<file path="src/rtl/fperm_issue_arb_pkg.sv">
// Shared definitions for the fperm issue path: op-field layout, operand
// width, issue-register record and the table-hold FSM states.
package fperm_issue_arb_pkg;

  localparam int FPOP_W = 10;
  localparam int FP_DW  = 68;

  // Bit positions inside the 10-bit op word
  // {copyA,swpSngl,dupSngl,is_sqrt,is_div,tbl_read,tbl_write,xtra[2:0]}
  localparam int FPOP_COPYA     = 9;
  localparam int FPOP_SWPSNGL   = 8;
  localparam int FPOP_DUPSNGL   = 7;
  localparam int FPOP_IS_SQRT   = 6;
  localparam int FPOP_IS_DIV    = 5;
  localparam int FPOP_TBL_READ  = 4;
  localparam int FPOP_TBL_WRITE = 3;
  localparam int FPOP_XTRA      = 0;
  localparam int FPOP_XTRA_W    = 3;

  typedef enum logic [0:0] {
    FP_RUN     = 1'b0,
    FP_TBLHOLD = 1'b1
  } fp_state_e;

  // Fields latched into the issue register and driven to the unit
  typedef struct packed {
    logic [FPOP_W-1:0] op;
    logic [FP_DW-1:0]  a;
    logic [FP_DW-1:0]  b;
  } fp_iss_t;

  // A read+write op is illegal and handled as a write, so it is not a read
  function automatic logic op_tbl_read(input logic [FPOP_W-1:0] op);
    return op[FPOP_TBL_READ] & ~op[FPOP_TBL_WRITE];
  endfunction

  function automatic logic op_tbl_write(input logic [FPOP_W-1:0] op);
    return op[FPOP_TBL_WRITE];
  endfunction

endpackage

</file>
<file path="src/rtl/fperm_issue_arb_if.sv">
// Requester, unit and result signals of the fperm issue arbiter.
// master = issue-queue/unit side, slave = the arbiter.
interface fperm_issue_arb_if #(
  parameter int NREQ = 4,
  parameter int TAGW = 6
);
  import fperm_issue_arb_pkg::*;

  localparam int SW = $clog2(NREQ);

  logic [NREQ-1:0]             req_vld;
  logic [NREQ-1:0][FPOP_W-1:0] req_op;
  logic [NREQ-1:0][FP_DW-1:0]  req_A;
  logic [NREQ-1:0][FP_DW-1:0]  req_B;
  logic [NREQ-1:0][TAGW-1:0]   req_tag;
  logic [NREQ-1:0]             req_gnt;
  logic                        flush;

  logic                        u_en;
  logic [FPOP_W-1:0]           u_op;
  logic [FP_DW-1:0]            u_A;
  logic [FP_DW-1:0]            u_B;

  logic                        res_vld;
  logic [TAGW-1:0]             res_tag;
  logic [SW-1:0]               res_src;
  logic                        busy;

  modport master (
    output req_vld, req_op, req_A, req_B, req_tag, flush,
    input  req_gnt, u_en, u_op, u_A, u_B, res_vld, res_tag, res_src, busy
  );

  modport slave (
    input  req_vld, req_op, req_A, req_B, req_tag, flush,
    output req_gnt, u_en, u_op, u_A, u_B, res_vld, res_tag, res_src, busy
  );

endinterface

</file>
<file path="src/rtl/fperm_issue_arb_rr_arb.sv">
// Rotating-priority one-hot picker. Search starts at the pointer and wraps
// at N-1 -> 0; the pointer moves just past the winner on every grant.
module rr_arb #(
  parameter  int N  = 4,
  localparam int PW = (N > 1) ? $clog2(N) : 1
) (
  input  logic          clk,
  input  logic          rst,
  input  logic [N-1:0]  req,
  output logic [N-1:0]  gnt,
  output logic          gnt_any,
  output logic [PW-1:0] gnt_idx
);

  logic [PW-1:0] ptr;
  logic [PW-1:0] cand;
  int            idx;

  // First requester at or after the pointer, wrapping
  always_comb begin
    gnt     = '0;
    gnt_any = 1'b0;
    gnt_idx = '0;
    idx     = 0;
    cand    = '0;
    for (int k = 0; k < N; k++) begin
      idx = int'(ptr) + k;
      if (idx >= N) idx = idx - N;
      cand = PW'(idx);
      if (!gnt_any && req[cand]) begin
        gnt_any = 1'b1;
        gnt_idx = cand;
      end
    end
    gnt[gnt_idx] = gnt_any;
  end

  // Pointer update; explicit wrap keeps non-power-of-2 N in range
  always_ff @(posedge clk) begin
    if (rst)
      ptr <= '0;
    else if (gnt_any)
      ptr <= (gnt_idx == PW'(N - 1)) ? '0 : gnt_idx + 1'b1;
  end

endmodule

</file>
<file path="src/rtl/fperm_issue_arb.sv">
// Shares one fperm unit between NREQ issue queues: round-robin grant,
// issue register to the unit, fixed-latency tag pipe for result tagging,
// table write->read gap FSM and in-flight flush.
module fperm_issue_arb
  import fperm_issue_arb_pkg::*;
#(
  parameter int NREQ   = 4,
  parameter int LAT    = 1,
  parameter int TBLGAP = 2,
  parameter int TAGW   = 6
) (
  input logic              clk,
  input logic              rst,
  fperm_issue_arb_if.slave bus
);

  localparam int SW = $clog2(NREQ);
  localparam int GW = $clog2(TBLGAP + 1);

  fp_state_e                 state;
  logic [GW-1:0]             gap_cnt;
  logic                      hold;
  logic [NREQ-1:0]           elig;
  logic [NREQ-1:0]           gnt;
  logic                      gnt_any;
  logic [SW-1:0]             gidx;
  logic [FPOP_W-1:0]         gop;
  fp_iss_t                   iss_q;
  // stage 0 is the issue register (u_en), stage LAT is the result cycle
  logic [LAT:0]              vld_pipe;
  logic [LAT:0][TAGW-1:0]    tag_pipe;
  logic [LAT:0][SW-1:0]      src_pipe;

  assign hold = (state == FP_TBLHOLD);
  assign gop  = bus.req_op[gidx];

  // Table reads wait out the hold window; flush and reset suppress grants
  for (genvar i = 0; i < NREQ; i++) begin : g_elig
    assign elig[i] = bus.req_vld[i] & ~(op_tbl_read(bus.req_op[i]) & hold)
                   & ~bus.flush & ~rst;
  end

  rr_arb #(.N(NREQ)) u_rr (
    .clk     (clk),
    .rst     (rst),
    .req     (elig),
    .gnt     (gnt),
    .gnt_any (gnt_any),
    .gnt_idx (gidx)
  );

  // Issue register: capture the winner's fields, hold them when idle
  always_ff @(posedge clk) begin
    if (rst)
      iss_q <= '0;
    else if (gnt_any)
      iss_q <= '{op: gop, a: bus.req_A[gidx], b: bus.req_B[gidx]};
  end

  // Valid/tag/source pipe tracking the unit's fixed latency
  always_ff @(posedge clk) begin
    if (rst) begin
      vld_pipe <= '0;
      tag_pipe <= '0;
      src_pipe <= '0;
    end else begin
      vld_pipe <= bus.flush ? '0 : {vld_pipe[LAT-1:0], gnt_any};
      if (gnt_any) begin
        tag_pipe[0] <= bus.req_tag[gidx];
        src_pipe[0] <= gidx;
      end
      for (int k = 1; k <= LAT; k++) begin
        tag_pipe[k] <= tag_pipe[k-1];
        src_pipe[k] <= src_pipe[k-1];
      end
    end
  end

  // Table hold FSM; flush leaves it alone since the table is already written
  always_ff @(posedge clk) begin
    if (rst) begin
      state   <= FP_RUN;
      gap_cnt <= '0;
    end else begin
      case (state)
        FP_RUN: begin
          if (gnt_any && op_tbl_write(gop)) begin
            state   <= FP_TBLHOLD;
            gap_cnt <= GW'(TBLGAP);
          end
        end
        FP_TBLHOLD: begin
          if (gnt_any && op_tbl_write(gop))
            gap_cnt <= GW'(TBLGAP);
          else if (gap_cnt <= GW'(1)) begin
            state   <= FP_RUN;
            gap_cnt <= '0;
          end else
            gap_cnt <= gap_cnt - 1'b1;
        end
        default: begin
          state   <= FP_RUN;
          gap_cnt <= '0;
        end
      endcase
    end
  end

  a_tbl_rw_excl: assert property (@(posedge clk) disable iff (rst)
    gnt_any |-> !(gop[FPOP_TBL_READ] && gop[FPOP_TBL_WRITE]));

  assign bus.req_gnt = gnt;
  assign bus.u_en    = vld_pipe[0];
  assign bus.u_op    = iss_q.op;
  assign bus.u_A     = iss_q.a;
  assign bus.u_B     = iss_q.b;
  assign bus.res_vld = vld_pipe[LAT];
  assign bus.res_tag = tag_pipe[LAT];
  assign bus.res_src = src_pipe[LAT];
  assign bus.busy    = (|vld_pipe) | hold;

endmodule
</file>
<file path="src/flat_wrapper.sv">
// flat-port wrapper written by rule: the top's interface ports become plain ports
module fperm_issue_arb_flat import fperm_issue_arb_pkg::*;
#(
  parameter int NREQ   = 4,
  parameter int LAT    = 1,
  parameter int TBLGAP = 2,
  parameter int TAGW   = 6
)
  (clk, rst, bus_req_vld, bus_req_op, bus_req_A, bus_req_B, bus_req_tag, bus_flush, bus_req_gnt, bus_u_en, bus_u_op, bus_u_A, bus_u_B, bus_res_vld, bus_res_tag, bus_res_src, bus_busy);
  fperm_issue_arb_if #(.NREQ(NREQ), .TAGW(TAGW)) bus_i ();
  input logic clk;
  input logic rst;
  input wire logic [$bits(bus_i.req_vld)-1:0] bus_req_vld;
  input wire logic [$bits(bus_i.req_op)-1:0] bus_req_op;
  input wire logic [$bits(bus_i.req_A)-1:0] bus_req_A;
  input wire logic [$bits(bus_i.req_B)-1:0] bus_req_B;
  input wire logic [$bits(bus_i.req_tag)-1:0] bus_req_tag;
  input wire logic [$bits(bus_i.flush)-1:0] bus_flush;
  output wire logic [$bits(bus_i.req_gnt)-1:0] bus_req_gnt;
  output wire logic [$bits(bus_i.u_en)-1:0] bus_u_en;
  output wire logic [$bits(bus_i.u_op)-1:0] bus_u_op;
  output wire logic [$bits(bus_i.u_A)-1:0] bus_u_A;
  output wire logic [$bits(bus_i.u_B)-1:0] bus_u_B;
  output wire logic [$bits(bus_i.res_vld)-1:0] bus_res_vld;
  output wire logic [$bits(bus_i.res_tag)-1:0] bus_res_tag;
  output wire logic [$bits(bus_i.res_src)-1:0] bus_res_src;
  output wire logic [$bits(bus_i.busy)-1:0] bus_busy;
  assign bus_i.req_vld = bus_req_vld;
  assign bus_i.req_op = bus_req_op;
  assign bus_i.req_A = bus_req_A;
  assign bus_i.req_B = bus_req_B;
  assign bus_i.req_tag = bus_req_tag;
  assign bus_i.flush = bus_flush;
  assign bus_req_gnt = bus_i.req_gnt;
  assign bus_u_en = bus_i.u_en;
  assign bus_u_op = bus_i.u_op;
  assign bus_u_A = bus_i.u_A;
  assign bus_u_B = bus_i.u_B;
  assign bus_res_vld = bus_i.res_vld;
  assign bus_res_tag = bus_i.res_tag;
  assign bus_res_src = bus_i.res_src;
  assign bus_busy = bus_i.busy;
  fperm_issue_arb #(.NREQ(NREQ), .LAT(LAT), .TBLGAP(TBLGAP), .TAGW(TAGW)) u_core (.clk(clk), .rst(rst), .bus(bus_i));
endmodule
</file>
<file path="config.mk">
export PLATFORM = sky130hd
export DESIGN_NAME = fperm_issue_arb_flat
export DESIGN_NICKNAME = d
export VERILOG_FILES = /design/src/rtl/fperm_issue_arb_pkg.sv /design/src/rtl/fperm_issue_arb_if.sv /design/src/rtl/fperm_issue_arb_rr_arb.sv /design/src/rtl/fperm_issue_arb.sv /design/src/flat_wrapper.sv
export SDC_FILE = /design/constraint.sdc
export NUM_CORES = 1
export LEC_CHECK = 0
export ABC_AREA = 0
export ABC_CLOCK_PERIOD_IN_PS = 3280
export BUFFER_PORTS_ARGS = -buffer_cell sky130_fd_sc_hd__buf_4
export CAP_MARGIN = 10
export CORE_AREA = 2 2 305 307
export CTS_BUF_LIST = sky130_fd_sc_hd__clkbuf_8
export DETAILED_ROUTE_END_ITERATION = 7
export DIE_AREA = 0 0 307 309
export PLACE_DENSITY_LB_ADDON = 0.15
export SYNTH_ARGS = -nofsm -noshare
export SYNTH_HDL_FRONTEND = slang
export SYNTH_SLANG_ARGS = --single-unit
</file>
<file path="constraint.sdc">
create_clock -name clk -period 3.28 [get_ports clk]
set_input_delay 0.656 -clock clk [delete_from_list [all_inputs] [get_ports clk]]
set_output_delay 0.656 -clock clk [all_outputs]
set_load 0.01 [all_outputs]
</file>
==> flow_metrics.env, run 1 <==
export IMPL_area_delta_synth_final_pct=77.9
export IMPL_fin_nets=2575
export IMPL_syn_inst=1225
export IMPL_via_per_inst=4.12
export IMPL_hold_class="in2reg"
export IMPL_end_kind="output pin"
export IMPL_yosysTopAreaCellShare=0.324
export IMPL_worstHoldEndpoint="u_core.bus.u_op[6]"
export IMPL_fp_dieH_um=309
export IMPL_r2r_cells=7
export IMPL_coreArea_sq_um=91400
export IMPL_power_switching_mw=2.79
export IMPL_critPathKind="in2out"
export IMPL_wl_per_cell_um=21.9
export IMPL_cts_reportedPaths_clkPinSlew_ps=110
export IMPL_worst_pin_slew_ps=1230
export IMPL_die_area_sq_um=94900
export IMPL_place_inst=3116
export IMPL_fin_skew_ps=11.8
export IMPL_vias=13000
export IMPL_drive_above_1_share=0.477
export IMPL_seq_power_share=0.347
export IMPL_syn_area_per_cell_sq_um=8.51
export IMPL_rows=111
export IMPL_cp_max_fo=7
export IMPL_cts_hold_buffers=0
export IMPL_hold_violations=0
export IMPL_track_usage=0.140
export IMPL_p_int_mw=4.73
export IMPL_met2_usage=0.249
export IMPL_final_max_slew_violation_count=0
export IMPL_grt_use_met3=0.0486
export IMPL_clockBufferDepth=2
export IMPL_ys_seq_area_frac=0.324
export IMPL_insertion_delay_ps=580
export IMPL_ant_nets=0
export IMPL_timing_fmax_mhz=313
export IMPL_firstDrtPassIters=8
export IMPL_met1_usage=0.157
export IMPL_final_cells=3159
export IMPL_peakVddDrop_v=0.000297
export IMPL_status="finished clean"
export IMPL_place_gp_congestion=0.808
export IMPL_start_util=0.114
export IMPL_synth_seq_cells=169
export IMPL_dp_hpwl_um=53500
export IMPL_yosys_warnings=0
export IMPL_reg2reg_to="u_core.bus.u_A[32]"
export IMPL_grt_max_degree=91
export IMPL_io_buffers=775
export IMPL_grt_first_pass_wirelength_um=96700
export IMPL_cts_buffers=17
export IMPL_netlist_top_cells_area="dfxtp_1, o21ai_0, mux2i_1, a222oi_1, a21oi_1"
export IMPL_fp_dieW_um=307
export IMPL_r2r_setup_slack_ps=630
export IMPL_syn_num_nets=1844
export IMPL_synth_area_sq_um=10400
export IMPL_power_leakage_nw=8.27
export IMPL_cts_max_level=4
export IMPL_setup_tns_ps=0
export IMPL_pin_count=776
export IMPL_setup_viol=0
export IMPL_crit_required_ps=2620
export IMPL_timing_max_cap_violations=0
export IMPL_clock_sinks=169
export IMPL_clkPwrFrac=0.232
export IMPL_timing_final_crit_share=0.973
export IMPL_worstPathArrival_ps=2530
export IMPL_ys_types=51
export IMPL_grt_busiest_layer="met2"
export IMPL_reg2reg_from="u_core.hold"
export IMPL_yosysTopAreaCell="dfxtp_1"
export IMPL_pwr_share_comb=0.421
export IMPL_grt_pass1_vias=13900
export IMPL_power_density_nw_per_um2=405
export IMPL_grt_ovfl_total=0
export IMPL_cts_root_buffer="clkbuf_8"
export IMPL_min_period_ps=3190
export IMPL_wirelength_um=69100
export IMPL_worst_setup_path_start_kind="input pin"
export IMPL_cts_tree="built"
export IMPL_p_sw_frac=0.371
export IMPL_min_from="bus_req_op[16]"
export IMPL_slew_headroom=0.177
export IMPL_final_util=0.203
export IMPL_first_iter_violations=734
export IMPL_hold_path_depth=3
export IMPL_antenna_found_initial=4
export IMPL_rsz0062_at_grt="yes"
export IMPL_remaining_drc_errors=0
[per-stage QoR]
| step | cell area [sq um] | power, mW | hold slack (ps) | setup slack [ps] |
|---|---|---|---|---|
| 4_1_cts | 18500 | 7.73 | 236 | -14.4 |
| 2_1_floorplan | 10400 | 3.97 | 437 | 164 |
| 3_5_place_dp | 17900 | 5.85 | 453 | 0.301 |
| 3_3_place_gp | 17900 | 5.84 | 455 | -2.86 |
| 6_report | 18600 | 7.52 | 336 | 89.8 |
| 5_1_grt | 18500 | 8.02 | 261 | -4.28 |
[how the worst max path moves through the flow]
| stage | start | endpoint | slack [ps] | cells after the start |
|---|---|---|---|---|
| after global routing | u_core.u_rr.ptr[0] | bus_req_gnt[2] | -4 | 8 |
| after floorplan | bus_flush | bus_req_gnt[3] | 160 | 9 |
| after detailed placement | bus_flush | bus_req_gnt[3] | 0.3 | 8 |
| final | bus_flush | bus_req_gnt[0] | 90 | 10 |
| after global placement | bus_flush | bus_req_gnt[3] | -3 | 8 |
| after CTS | u_core.u_rr.ptr[0] | bus_req_gnt[2] | -10 | 8 |
[flip-flops by register name, indices dropped and copies added, names as in the netlist]
register            flops
u_core.bus.u_A         68
u_core.bus.u_B         68
u_core.bus.u_op        10
u_core.bus.res_tag      6
u_core.tag_pipe         6
u_core.bus.res_src      2
u_core.gap_cnt          2
u_core.src_pipe         2
u_core.u_rr.ptr         2
u_core.vld_pipe         2
u_core.hold             1
[timing repair]
item / 4_1_cts / 5_1_grt
gates resized for setup: 21 / 7
setup buffers: 6 / 1
pin swaps: 5 / 5
endpoints found under the setup margin: 4 / 4
[cells by family after synthesis]
kind of cell | after synthesis | share of synthesized area
compound gates | 535 | 0.350
simple gates | 260 | 0.151
flops | 169 | 0.324
buf+inv | 158 | 0.0697
mux | 99 | 0.0999
fa+ha+maj | 4 | 0.00480
[Yosys cell counts, drive strengths merged]
cell type  instances
a211oi             3
a21boi            58
a21o              55
a21oi             97
a221o             39
a222oi            52
a22oi              3
a2bb2oi            1
a31oi              4
a32oi              1
and2               4
and3              60
and3b              3
buf               54
clkbuf            99
dfxtp            169
ha                 4
inv                5
mux2              41
mux2i             58
nand2             13
nand3             96
nand3b            62
nor2               2
nor2b              9
nor3b              4
o211a              1
o211ai            58
o21ai            158
o221ai             1
o22a               1
o22ai              2
o31ai              1
or2                1
or3                3
or3b               2
or4b               1
[power by group through the flow]
| stage | logic [mW] | clock network (mW) | registers (mW) |
|---|---|---|---|
| floorplan | 1.22 | 0 | 2.75 |
| global placement | 3.19 | 0 | 2.65 |
| detailed placement | 3.20 | 0 | 2.66 |
| CTS | 3.24 | 1.89 | 2.61 |
| global route | 3.44 | 1.93 | 2.65 |
| finish | 3.17 | 1.74 | 2.61 |
[worst max-delay path, stage by stage]
cell      delay, ps
buf_4           150
or3b_1          420
buf_4           160
o22ai_1         250
o221ai_4        160
buf_12          170
buf_6           120
ha_1            170
and2_4          150
buf_6           120
[cells in the final DEF, fill, tap and decap left out, types with 4 or more instances in the layout]
master and n:
buf_4 844, a222oi_1 52, mux2i_1 58, and3_1 59, mux2_2 13, diode_2 4
clkbuf_8 20, buf_12 17, nand2_1 10, nor2b_1 9, a21o_1 55, a31oi_1 4
mux2_1 28, a21boi_0 58, inv_1 4, nand3_1 96, o21ai_0 154, a221o_1 39
o211ai_1 58, nand3b_1 62, dfxtp_1 167, and2_4 4, a21oi_1 96
[routing by layer]
| metal | wire length [um] | vias up | share of wire |
|---|---|---|---|
| li1 | - | 6200 | - |
| met2 | 34800 | 573 | 0.50 |
| met5 | 27 | - | 0.00039 |
| met4 | 1410 | 4 | 0.020 |
| met1 | 27200 | 6188 | 0.39 |
| met3 | 5720 | 61 | 0.083 |
[final cells by class]
type,instances,area (sq um)
multi-input combinational,898,6500
timing repair buffer,865,6740
clock inverter,12,125
inverter,5,31.3
tap,1186,1480
antenna,4,10.0
clock buffer,20,275
sequential,169,3390
fill,10300,72800
Note: power is estimated with default switching activity, not from simulation.
==> run 2: changes to the inputs <==
Settings changed: ABC_CLOCK_PERIOD_IN_PS 3280 to 3400.
Clock period 3.28 ns to 3.4 ns, I/O delays scaled along.
==> flow_metrics.env, run 2 (synthesized netlist as in run 1, its figures left out) <==
export IMPL_grt_max_degree=98
export IMPL_remaining_drc_errors=14
export IMPL_end_kind="output pin"
export IMPL_start_util=0.114
export IMPL_coreArea_sq_um=91400
export IMPL_reg2reg_to="u_core.tag_pipe[0]"
export IMPL_vias=13000
export IMPL_wirelength_um=68200
export IMPL_dp_hpwl_um=51000
export IMPL_worst_pin_slew_ps=1030
export IMPL_place_area_sq_um=17700
export IMPL_violations="design-rule violations"
export IMPL_post_place_ws_ps=-64.2
export IMPL_cts_buffers=17
export IMPL_final_cell_mix="buf_4, dfxtp_1, o21ai_0"
export IMPL_cts_max_level=4
export IMPL_r2r_cells=12
export IMPL_die_area_sq_um=94900
export IMPL_cts_tree="built"
export IMPL_place_gp_congestion=0.800
export IMPL_ant_nets=0
export IMPL_pin_count=776
export IMPL_fin_skew_ps=26.1
export IMPL_clkPwrFrac=0.247
export IMPL_fp_dieH_um=309
export IMPL_insertion_delay_ps=610
export IMPL_drive_above_1_share=0.468
export IMPL_setup_slack_ps=190
export IMPL_timing_fmax_mhz=311
export IMPL_power_switching_mw=2.71
export IMPL_regArea_sq_um=3390
export IMPL_cts_reportedPaths_clkPinSlew_ps=120
export IMPL_layout_commonest_cell="buf_4"
export IMPL_grt_ovfl_total=0
export IMPL_grt_pass1_vias=13600
export IMPL_power_leakage_nw=8.12
export IMPL_min_from="bus_req_A[71]"
export IMPL_reg2reg_from="u_core.hold"
export IMPL_antenna_found_initial=9
export IMPL_slew_headroom=0.315
export IMPL_first_iter_violations=978
export IMPL_hold_class="in2reg"
export IMPL_hold_violations=0
export IMPL_place_inst=3079
export IMPL_multi_input_area_sq_um=6450
export IMPL_min_period_ps=3210
export IMPL_fp_dieW_um=307
export IMPL_cp_max_fo=10
export IMPL_io_buffers=775
export IMPL_worstPathArrival_ps=2530
export IMPL_setup_viol=0
export IMPL_power_density_nw_per_um2=399
export IMPL_p_sw_frac=0.370
export IMPL_setup_tns_ps=0
export IMPL_num_fill_cells=10300
export IMPL_timing_max_cap_violations=0
export IMPL_final_util=0.200
export IMPL_track_usage=0.137
export IMPL_pwr_share_comb=0.410
export IMPL_final_cells=3127
export IMPL_worst_setup_path_start_kind="flip-flop"
export IMPL_fin_nets=2544
export IMPL_area_delta_synth_final_pct=75.4
export IMPL_timing_final_crit_share=0.944
export IMPL_wl_per_cell_um=21.8
export IMPL_seq_power_share=0.343
export IMPL_cts_root_buffer="clkbuf_8"
export IMPL_clockBufferDepth=2
export IMPL_firstDrtPassIters=8
export IMPL_via_per_inst=4.17
export IMPL_hold_ws_ps=333
export IMPL_finalInstanceArea_sq_um=18300
export IMPL_critPathKind="reg2out"
export IMPL_r2r_setup_slack_ps=510
export IMPL_clock_sinks=169
export IMPL_cts_hold_buffers=0
export IMPL_final_max_slew_violation_count=0
export IMPL_worstHoldEndpoint="u_core.bus.u_A[3]"
export IMPL_grt_first_pass_wirelength_um=94600
export IMPL_hold_path_depth=3
export IMPL_peakVddDrop_v=0.000275
export IMPL_rows=111
export IMPL_status="finished with violations"
export IMPL_p_int_mw=4.60
export IMPL_finalPower_mw=7.31
export IMPL_crit_required_ps=2720
==> run 2: cell types whose count changed in the layout (fill, tap and decap cells not counted), moves of 2 or more <==
cell,change
buf_4,-31
buf_6,-2
clkinv_2,-2
clkinvlp_4,+2
ha_1,+2
ha_4,-2
inv_1,-2
==> run 2: what timing repair did <==
action | in CTS | in global routing
pin swaps | 2 | 4
setup endpoints to repair | 4 | 4
gates resized for setup | 8 | 6
gates cloned | 1 | 0
buffers inserted | 4 | 6
hold endpoints to repair | 0 | 0
==> run 2: how the worst max path moves through the flow <==
stage                             from                  to  slack (ps)
floorplan                    bus_flush      bus_req_gnt[3]         240
global placement             bus_flush  u_core.tag_pipe[0]         -50
detailed placement           bus_flush  u_core.tag_pipe[0]         -60
CTS                 u_core.u_rr.ptr[0]      bus_req_gnt[2]         -40
global route               u_core.hold      bus_req_gnt[3]         -20
finish                     u_core.hold      bus_req_gnt[3]         190
==> run 2: layer usage <==
layer	GRT usage	up-vias	share of wire
met5	0	-	0.0012
met3	0.0498	92	0.084
li1	-	6142	-
met2	0.243	606	0.50
met1	0.148	6174	0.38
met4	0.0558	12	0.033
==> run 2: power groups by stage <==
stage          sequential, mW  clock, mW  combinational (mW)
2_1_floorplan            2.65          0                1.18
3_3_place_gp             2.54          0                3.02
3_5_place_dp             2.55          0                3.02
4_1_cts                  2.51       1.93                3.04
5_1_grt                  2.55       1.98                3.23
6_report                 2.51       1.81                2.99
==> run 2: cell type report <==
| cell class | count | area share |
|---|---|---|
| inverter | 5 | 0.00130 |
| sequential | 169 | 0.185 |
| tap | 1186 | 0.0811 |
| timing repair buffer | 833 | 0.355 |
| antenna | 3 | 0.000410 |
| multi-input combinational | 899 | 0.353 |
| clock inverter | 12 | 0.00896 |
| clock buffer | 20 | 0.0150 |
==> run 2: critical path, stage by stage, from the launching register on <==
cell and delay [ps]:
dfxtp_2 450, and3b_1 390, a211oi_4 100, o22ai_4 310, nand2_4 140, inv_2 100, ha_2 200, and2_1 130
buf_4 130
